[src/rtl/button_conditioner.sv]
// Synchronises and debounces the active-low deal/hit/stand buttons, with optional
// single-owner lockout selected by the BUTTON_LOCKOUT_EN macro.
module button_conditioner #(
  parameter int DEBOUNCE_CYCLES = 4,
  parameter int CNT_W           = 20
) (
  input  logic       clk,
  input  logic       rst,
  input  logic       deal_n_raw,
  input  logic       hit_n_raw,
  input  logic       stand_n_raw,
  output logic       deal,
  output logic       hit,
  output logic       stand,
  output logic [2:0] press_pulse,
  output logic       busy
);

  localparam logic [CNT_W-1:0] CNT_ZERO = {CNT_W{1'b0}};
  localparam logic [CNT_W-1:0] CNT_ONE  = {{(CNT_W-1){1'b0}}, 1'b1};
  localparam logic [CNT_W-1:0] CNT_LAST = CNT_W'(DEBOUNCE_CYCLES - 1);

  // Bit order everywhere: [0]=deal, [1]=hit, [2]=stand.
  logic [2:0]       raw_s;
  logic [2:0]       s1_q, s1_d;
  logic [2:0]       s2_q, s2_d;
  logic [2:0]       stable_q, stable_d;
  logic [2:0]       out_q, out_d;
  logic [2:0]       pulse_q, pulse_d;
  logic [CNT_W-1:0] cnt_q [3];
  logic [CNT_W-1:0] cnt_d [3];

  assign raw_s = {stand_n_raw, hit_n_raw, deal_n_raw};

  // Synchroniser and debouncer next state
  always_comb begin
    s1_d     = raw_s;
    s2_d     = s1_q;
    stable_d = stable_q;
    for (int i = 0; i < 3; i++) begin
      cnt_d[i] = CNT_ZERO;
      if (s2_q[i] == stable_q[i]) begin
        cnt_d[i] = CNT_ZERO;
      end else if (cnt_q[i] == CNT_LAST) begin
        stable_d[i] = s2_q[i];
      end else begin
        cnt_d[i] = cnt_q[i] + CNT_ONE;
      end
    end
  end

`ifdef BUTTON_LOCKOUT_EN
  typedef enum logic [1:0] {
    OWN_NONE  = 2'd0,
    OWN_DEAL  = 2'd1,
    OWN_HIT   = 2'd2,
    OWN_STAND = 2'd3
  } owner_e;

  owner_e     owner_q, owner_d;
  logic [2:0] mask_q, mask_d;
  logic [2:0] fall_s;
  logic [2:0] own_s;

  // Owner FSM next state; a masked button stays masked until its level releases
  always_comb begin
    fall_s  = stable_q & ~stable_d;
    owner_d = owner_q;
    case (owner_q)
      OWN_NONE: begin
        if (fall_s[0]) begin
          owner_d = OWN_DEAL;
        end else if (fall_s[2]) begin
          owner_d = OWN_STAND;
        end else if (fall_s[1]) begin
          owner_d = OWN_HIT;
        end else begin
          owner_d = OWN_NONE;
        end
      end
      OWN_DEAL:  owner_d = stable_d[0] ? OWN_NONE : OWN_DEAL;
      OWN_HIT:   owner_d = stable_d[1] ? OWN_NONE : OWN_HIT;
      OWN_STAND: owner_d = stable_d[2] ? OWN_NONE : OWN_STAND;
      default:   owner_d = OWN_NONE;
    endcase
    own_s  = {owner_d == OWN_STAND, owner_d == OWN_HIT, owner_d == OWN_DEAL};
    mask_d = (mask_q | (fall_s & ~own_s)) & ~stable_d;
    out_d  = stable_d | mask_d;
  end

  // Owner and mask registers
  always_ff @(posedge clk or negedge rst) begin
    if (!rst) begin
      owner_q <= OWN_NONE;
      mask_q  <= 3'b000;
    end else begin
      owner_q <= owner_d;
      mask_q  <= mask_d;
    end
  end
`else
  // Without lockout every debounced level is forwarded independently
  always_comb begin
    out_d = stable_d;
  end
`endif

  // Strobe on the edge where a forwarded level goes from released to pressed
  always_comb begin
    pulse_d = out_q & ~out_d;
  end

  // Datapath registers
  always_ff @(posedge clk or negedge rst) begin
    if (!rst) begin
      s1_q     <= 3'b111;
      s2_q     <= 3'b111;
      stable_q <= 3'b111;
      out_q    <= 3'b111;
      pulse_q  <= 3'b000;
      for (int i = 0; i < 3; i++) begin
        cnt_q[i] <= CNT_ZERO;
      end
    end else begin
      s1_q     <= s1_d;
      s2_q     <= s2_d;
      stable_q <= stable_d;
      out_q    <= out_d;
      pulse_q  <= pulse_d;
      for (int i = 0; i < 3; i++) begin
        cnt_q[i] <= cnt_d[i];
      end
    end
  end

  assign deal        = out_q[0];
  assign hit         = out_q[1];
  assign stand       = out_q[2];
  assign press_pulse = pulse_q;
  assign busy        = (cnt_q[0] != CNT_ZERO) | (cnt_q[1] != CNT_ZERO) |
                       (cnt_q[2] != CNT_ZERO);

endmodule

[config.mk]
export PLATFORM = sky130hd
export DESIGN_NAME = button_conditioner
export DESIGN_NICKNAME = d
export VERILOG_FILES = /design/src/rtl/button_conditioner.sv
export SDC_FILE = /design/constraint.sdc
export NUM_CORES = 1
export LEC_CHECK = 0
export BUFFER_PORTS_ARGS = -buffer_cell sky130_fd_sc_hd__buf_4
export CORE_ASPECT_RATIO = 1.75
export CORE_UTILIZATION = 40
export CTS_CLUSTER_DIAMETER = 50
export DETAILED_ROUTE_END_ITERATION = 10
export PLACE_DENSITY = 0.54
export SLEW_MARGIN = 20
export SYNTH_ARGS = -nofsm -noshare
export SYNTH_HDL_FRONTEND = slang
export SYNTH_SLANG_ARGS = --single-unit
[constraint.sdc]
create_clock -name clk -period 2.4 [get_ports clk]
set_input_delay 0.12 -clock clk [delete_from_list [all_inputs] [get_ports clk]]
set_output_delay 0.12 -clock clk [all_outputs]
set_load 0.01 [all_outputs]
# Yosys cells after proc, flatten, opt, wreduce, memory -nomap -nowiden
# Cells that the tools add are included.
# classes
addsub	3
reduce_logical	3
muxes	12
n_bitwise	4
eq_ne	6
# ops
cell	count
$mux 20	6
$add 20x1->20 const B	3
$eq 20x2->1 const B	3
$reduce_bool 20->1	3
$mux 1	6
$and 3x3->3	1
$eq 1x1->1	3
$not 3->3	1
$or 1x1->1	2
# totals
output_inout_bits	7
regBits	72
input_bits	5
word_cells	35

# Depth between registers and ports, before layout
# depth
depth_word	5
depth_mapped	6
depth_no_buf	5

# Least setup slack after synthesis
# No wires, ideal clock.
# synth_timing
path_kind	flip-flop to flip-flop
startpoint	register cnt_q[22] (netlist name)
endpoint	register cnt_q[34] (netlist name)
n_path_buf	2
stages_incl_launch_ff	7
slack_ns	0.474
arrival_time_ns	1.807
cell_sequence	dfrtp_1 or4_1 nor4_1 a41o_1 buf_2 buf_4 nor2_1
# synth_lines
item	line_no	text
from (decl)	30	logic [CNT_W-1:0] cnt_q [3];
from (signal, indexed assignment)	131	cnt_q[i] <= cnt_d[i];

# Worst setup path after layout
# layout_timing
startpoint	register cnt_q[22] (netlist name)
endpoint	output busy
# layout_via
elab_chain_cells	3
# layout_rtl
item	line_no	text
$reduce_bool 20->1	140	assign busy = (cnt_q[0] != CNT_ZERO) | (cnt_q[1] != CNT_ZERO) |
$or 1x1->1 (2 in a row)	140	
to (decl)	16	output logic busy
# No other way between the ends.

==> impl_results.md <==
- Status: finished, final reports clean
- H-tree levels: 3
- Placement Cell Area: 3810 um2
- Boundary Pins: 12
- Yosys reg bits: 72
- Worst Path Max Fanout: 6
- Final weighted congestion in routability-driven placement: 0.768
- Area grow syn2layout: 16.5%
- Synthesized area: 3580 um2
- CTS tree: built
- Min Tclk post-route: 2.26 ns
- Critical path class: flop to output port
- Met1 usage: 0.225
- Leakage power: 1.71 nW
- Vias: 2648
- Hold Path Depth: 0
- Ratio of cells with drive above 1 in the final layout: 0.132
- Mean Syn Cell Area: 9.93 um2
- Bufs on Longest Clock Path: 2
- Reg2reg start: cnt_q[45]$_DFF_PN0_
- Initial antenna violation count: 0
- Syn_nets: 372
- Buffers on Ports: 11
- Worst slew margin: 0.391
- Final setup fails: 0
- Fin util: 0.481
- Post-CTS Setup Repair Bufs: 0
- Worst ir drop on vdd: 0.000419 V
- Final antenna diode count: 0
- Horiz. Die Dim: 73.5 um
- Primary FF master, synth: dfrtp_1
- Worst clock skew: 0.0130 ns
- Largest net degree at the start of global routing: 73
- Internal power: 0.00248 W
- Hold Crit Class: flop to flop
- Initial Util: 0.412
- Cells after synthesis: 360
- Global Route met3 Usage: 0.0379
- Sequential group share of total power: 0.414
- Latest clock arrival within the worst-skew pair: 0.34 ns
- Row cnt: 45
- Async SR Flop Fraction: 1.00
- Core area: 8670 um2
- Clk pwr share: 0.408
- Combinational Power Share: 0.178
- Clock sink total: 72
- Sw Share: 0.287
- Routing usage on met2: 0.302
- Yosys warning total: 0
- Period utilization: 0.940
- Seq/Total Area, Yosys: 0.507
- Die H: 127 um
- Required time of the critical path: 2.28 ns
- First-pass GRT wire length: 12900 um
- DR pass1 iterations: 4
- Number of synthesized flops with an enable pin: 0
- Power per cell area: 835 nW/um2
- Final Power: 0.00348 W
- Vias in the first global route: 2667
- Iteration-0 DRC Markers: 93
- Post-DR wirelength/cell: 14.7 um
- Reg2reg setup slack: 0.42 ns
- Hold path endpoint: s2_q[0]$_DFF_PN1_
- Fmax: 443 MHz
- Antenna-violating nets left: 0
- Detailed Place HPWL: 5040 um
- Max_cap viols: 0
- Switch Pwr: 0.000996 W
- Worst-margin pin slew: 0.914 ns
- Hold Crit Start: s1_q[0]$_DFF_PN1_
- Synth cell types: 41
- Final Cell Area: 4170 um2
- Post-Route WL: 7400 um
- Nets: 394
- Crit start category: flop
- Die area: 9340 um2
- Fill cells: 841
- Crit path DAT: 2.14 ns
- Root buf cell: clkbuf_16
- Residual DRC count: 0
- GRT Total Usage: 0.182
- Cts bufs inserted: 9
- Hold Vio Cnt, Final: 0
- Reg2reg end: cnt_q[59]$_DFF_PN0_
- Busiest grt layer: met2
- Reg clk slew, reported paths: 0.06 ns
- DR vias/cell: 5.25
- GRT overflow: 0
- Reg2reg path depth: 4
- Slew Limit Fails: 0
- CP Capture Type: output port
[placed cells by master, fill, tap and decap left out, drive strengths merged, types with 6 or more instances in the layout]
master	Yosys	layout
nand2	15	15
nand3	26	26
and4	7	7
o31ai	6	6
buf	3	17
or4	9	9
dfstp	9	9
a21oi	11	11
nor3	10	10
dfrtp	63	63
clkbuf	7	10
inv	14	14
nand4	15	15
xor2	14	14
nor2	55	55
nor4	17	17
o21ai	8	8
and3	7	7
ha	7	7
xnor2	29	29
[critical path: stages, from the launching register on]
cell and delay [ns]:
dfrtp_1 0.43, or4_1 0.56, nor4_2 0.31, and4_1 0.24
nand4_1 0.11, buf_4 0.16
[through the flow]
stage	instances	worst slack (ns)	hold WS, ns	TNS (ns)
after floorplan	360	0.474	-0.176	0
after global placement	484	0.422	0.229	0
after detailed placement	484	0.399	0.230	0
after CTS	504	0.0402	0.356	0
after global routing	504	-0.0236	0.356	-0.0236
final	504	0.144	0.351	0
[layer usage]
layer / vias to the layer above / part of all wire
li1: 1326 / -
met1: 1292 / 0.45
met2: 21 / 0.52
met3: 9 / 0.020
met4: 0 / 0.017
met5: - / 0
[timing repair]
item | 4_1_cts | 5_1_grt
hold endpoints to repair | 66 | 0
hold buffers | 4 | 0
resized for setup | 0 | 1
endpoints found under the setup margin | 0 | 1
[worst max-delay path by stage]
stage                        startpoint                   to  slack (ns)  cells after the start
finish              cnt_q[22]$_DFF_PN0_                 busy        0.14                      5
global route        cnt_q[22]$_DFF_PN0_                 busy       -0.02                      5
CTS                 cnt_q[22]$_DFF_PN0_                 busy        0.04                      5
detailed placement  cnt_q[22]$_DFF_PN0_                 busy        0.40                      5
global placement    cnt_q[45]$_DFF_PN0_  cnt_q[59]$_DFF_PN0_        0.42                      4
floorplan           cnt_q[22]$_DFF_PN0_  cnt_q[34]$_DFF_PN0_        0.47                      6
[cell type report]
type	count	area (um2)	area share
multi-input combinational	264	1670	0.402
tap	117	146	0.0351
clock inverter	6	85.1	0.0204
inverter	14	52.6	0.0126
sequential	72	1810	0.435
timing repair buffer	21	168	0.0402
clock buffer	10	229	0.0550
[sequential cells by signal, indices dropped and copies added (netlist names)]
| register | cells |
|---|---|
| cnt_q | 60 |
| out_q | 3 |
| press_pulse | 3 |
| s1_q | 3 |
| s2_q | 3 |
[cells by family (layout without fill, tap and decap cells)]
group,after synthesis,in the layout,synth area share
DFF,72,72,0.507
and+or+nand+nor,179,179,0.269
buffers and inverters,24,51,0.0269
muxes,4,4,0.0122
xor gates and xnor gates,43,43,0.105
adders and majority gates,7,7,0.0245
AOI/OAI and AO/OA,31,31,0.0546
[cell usage after synthesis (8+ instances only)]
cell type / instances / area, um2
nor3_1: 10 / 50.1
nor2_1: 55 / 206
a21oi_1: 10 / 50.1
or4_1: 8 / 60.1
nand2_1: 15 / 56.3
xnor2_1: 29 / 254
nand4_1: 14 / 87.6
dfstp_2: 9 / 236
xor2_1: 14 / 123
nand3_1: 26 / 130
inv_1: 14 / 52.6
dfrtp_1: 63 / 1580
nor4_1: 17 / 106
[power by group through the flow]
stage,sequential (W),combinational [W],clock (W)
3_3_place_gp,0.00146,0.000628,0
6_report,0.00144,0.000618,0.00142
2_1_floorplan,0.00144,0.000378,0
4_1_cts,0.00144,0.000643,0.00145
5_1_grt,0.00146,0.000710,0.00151
3_5_place_dp,0.00146,0.000632,0
Power figures use the tool's default switching activity.
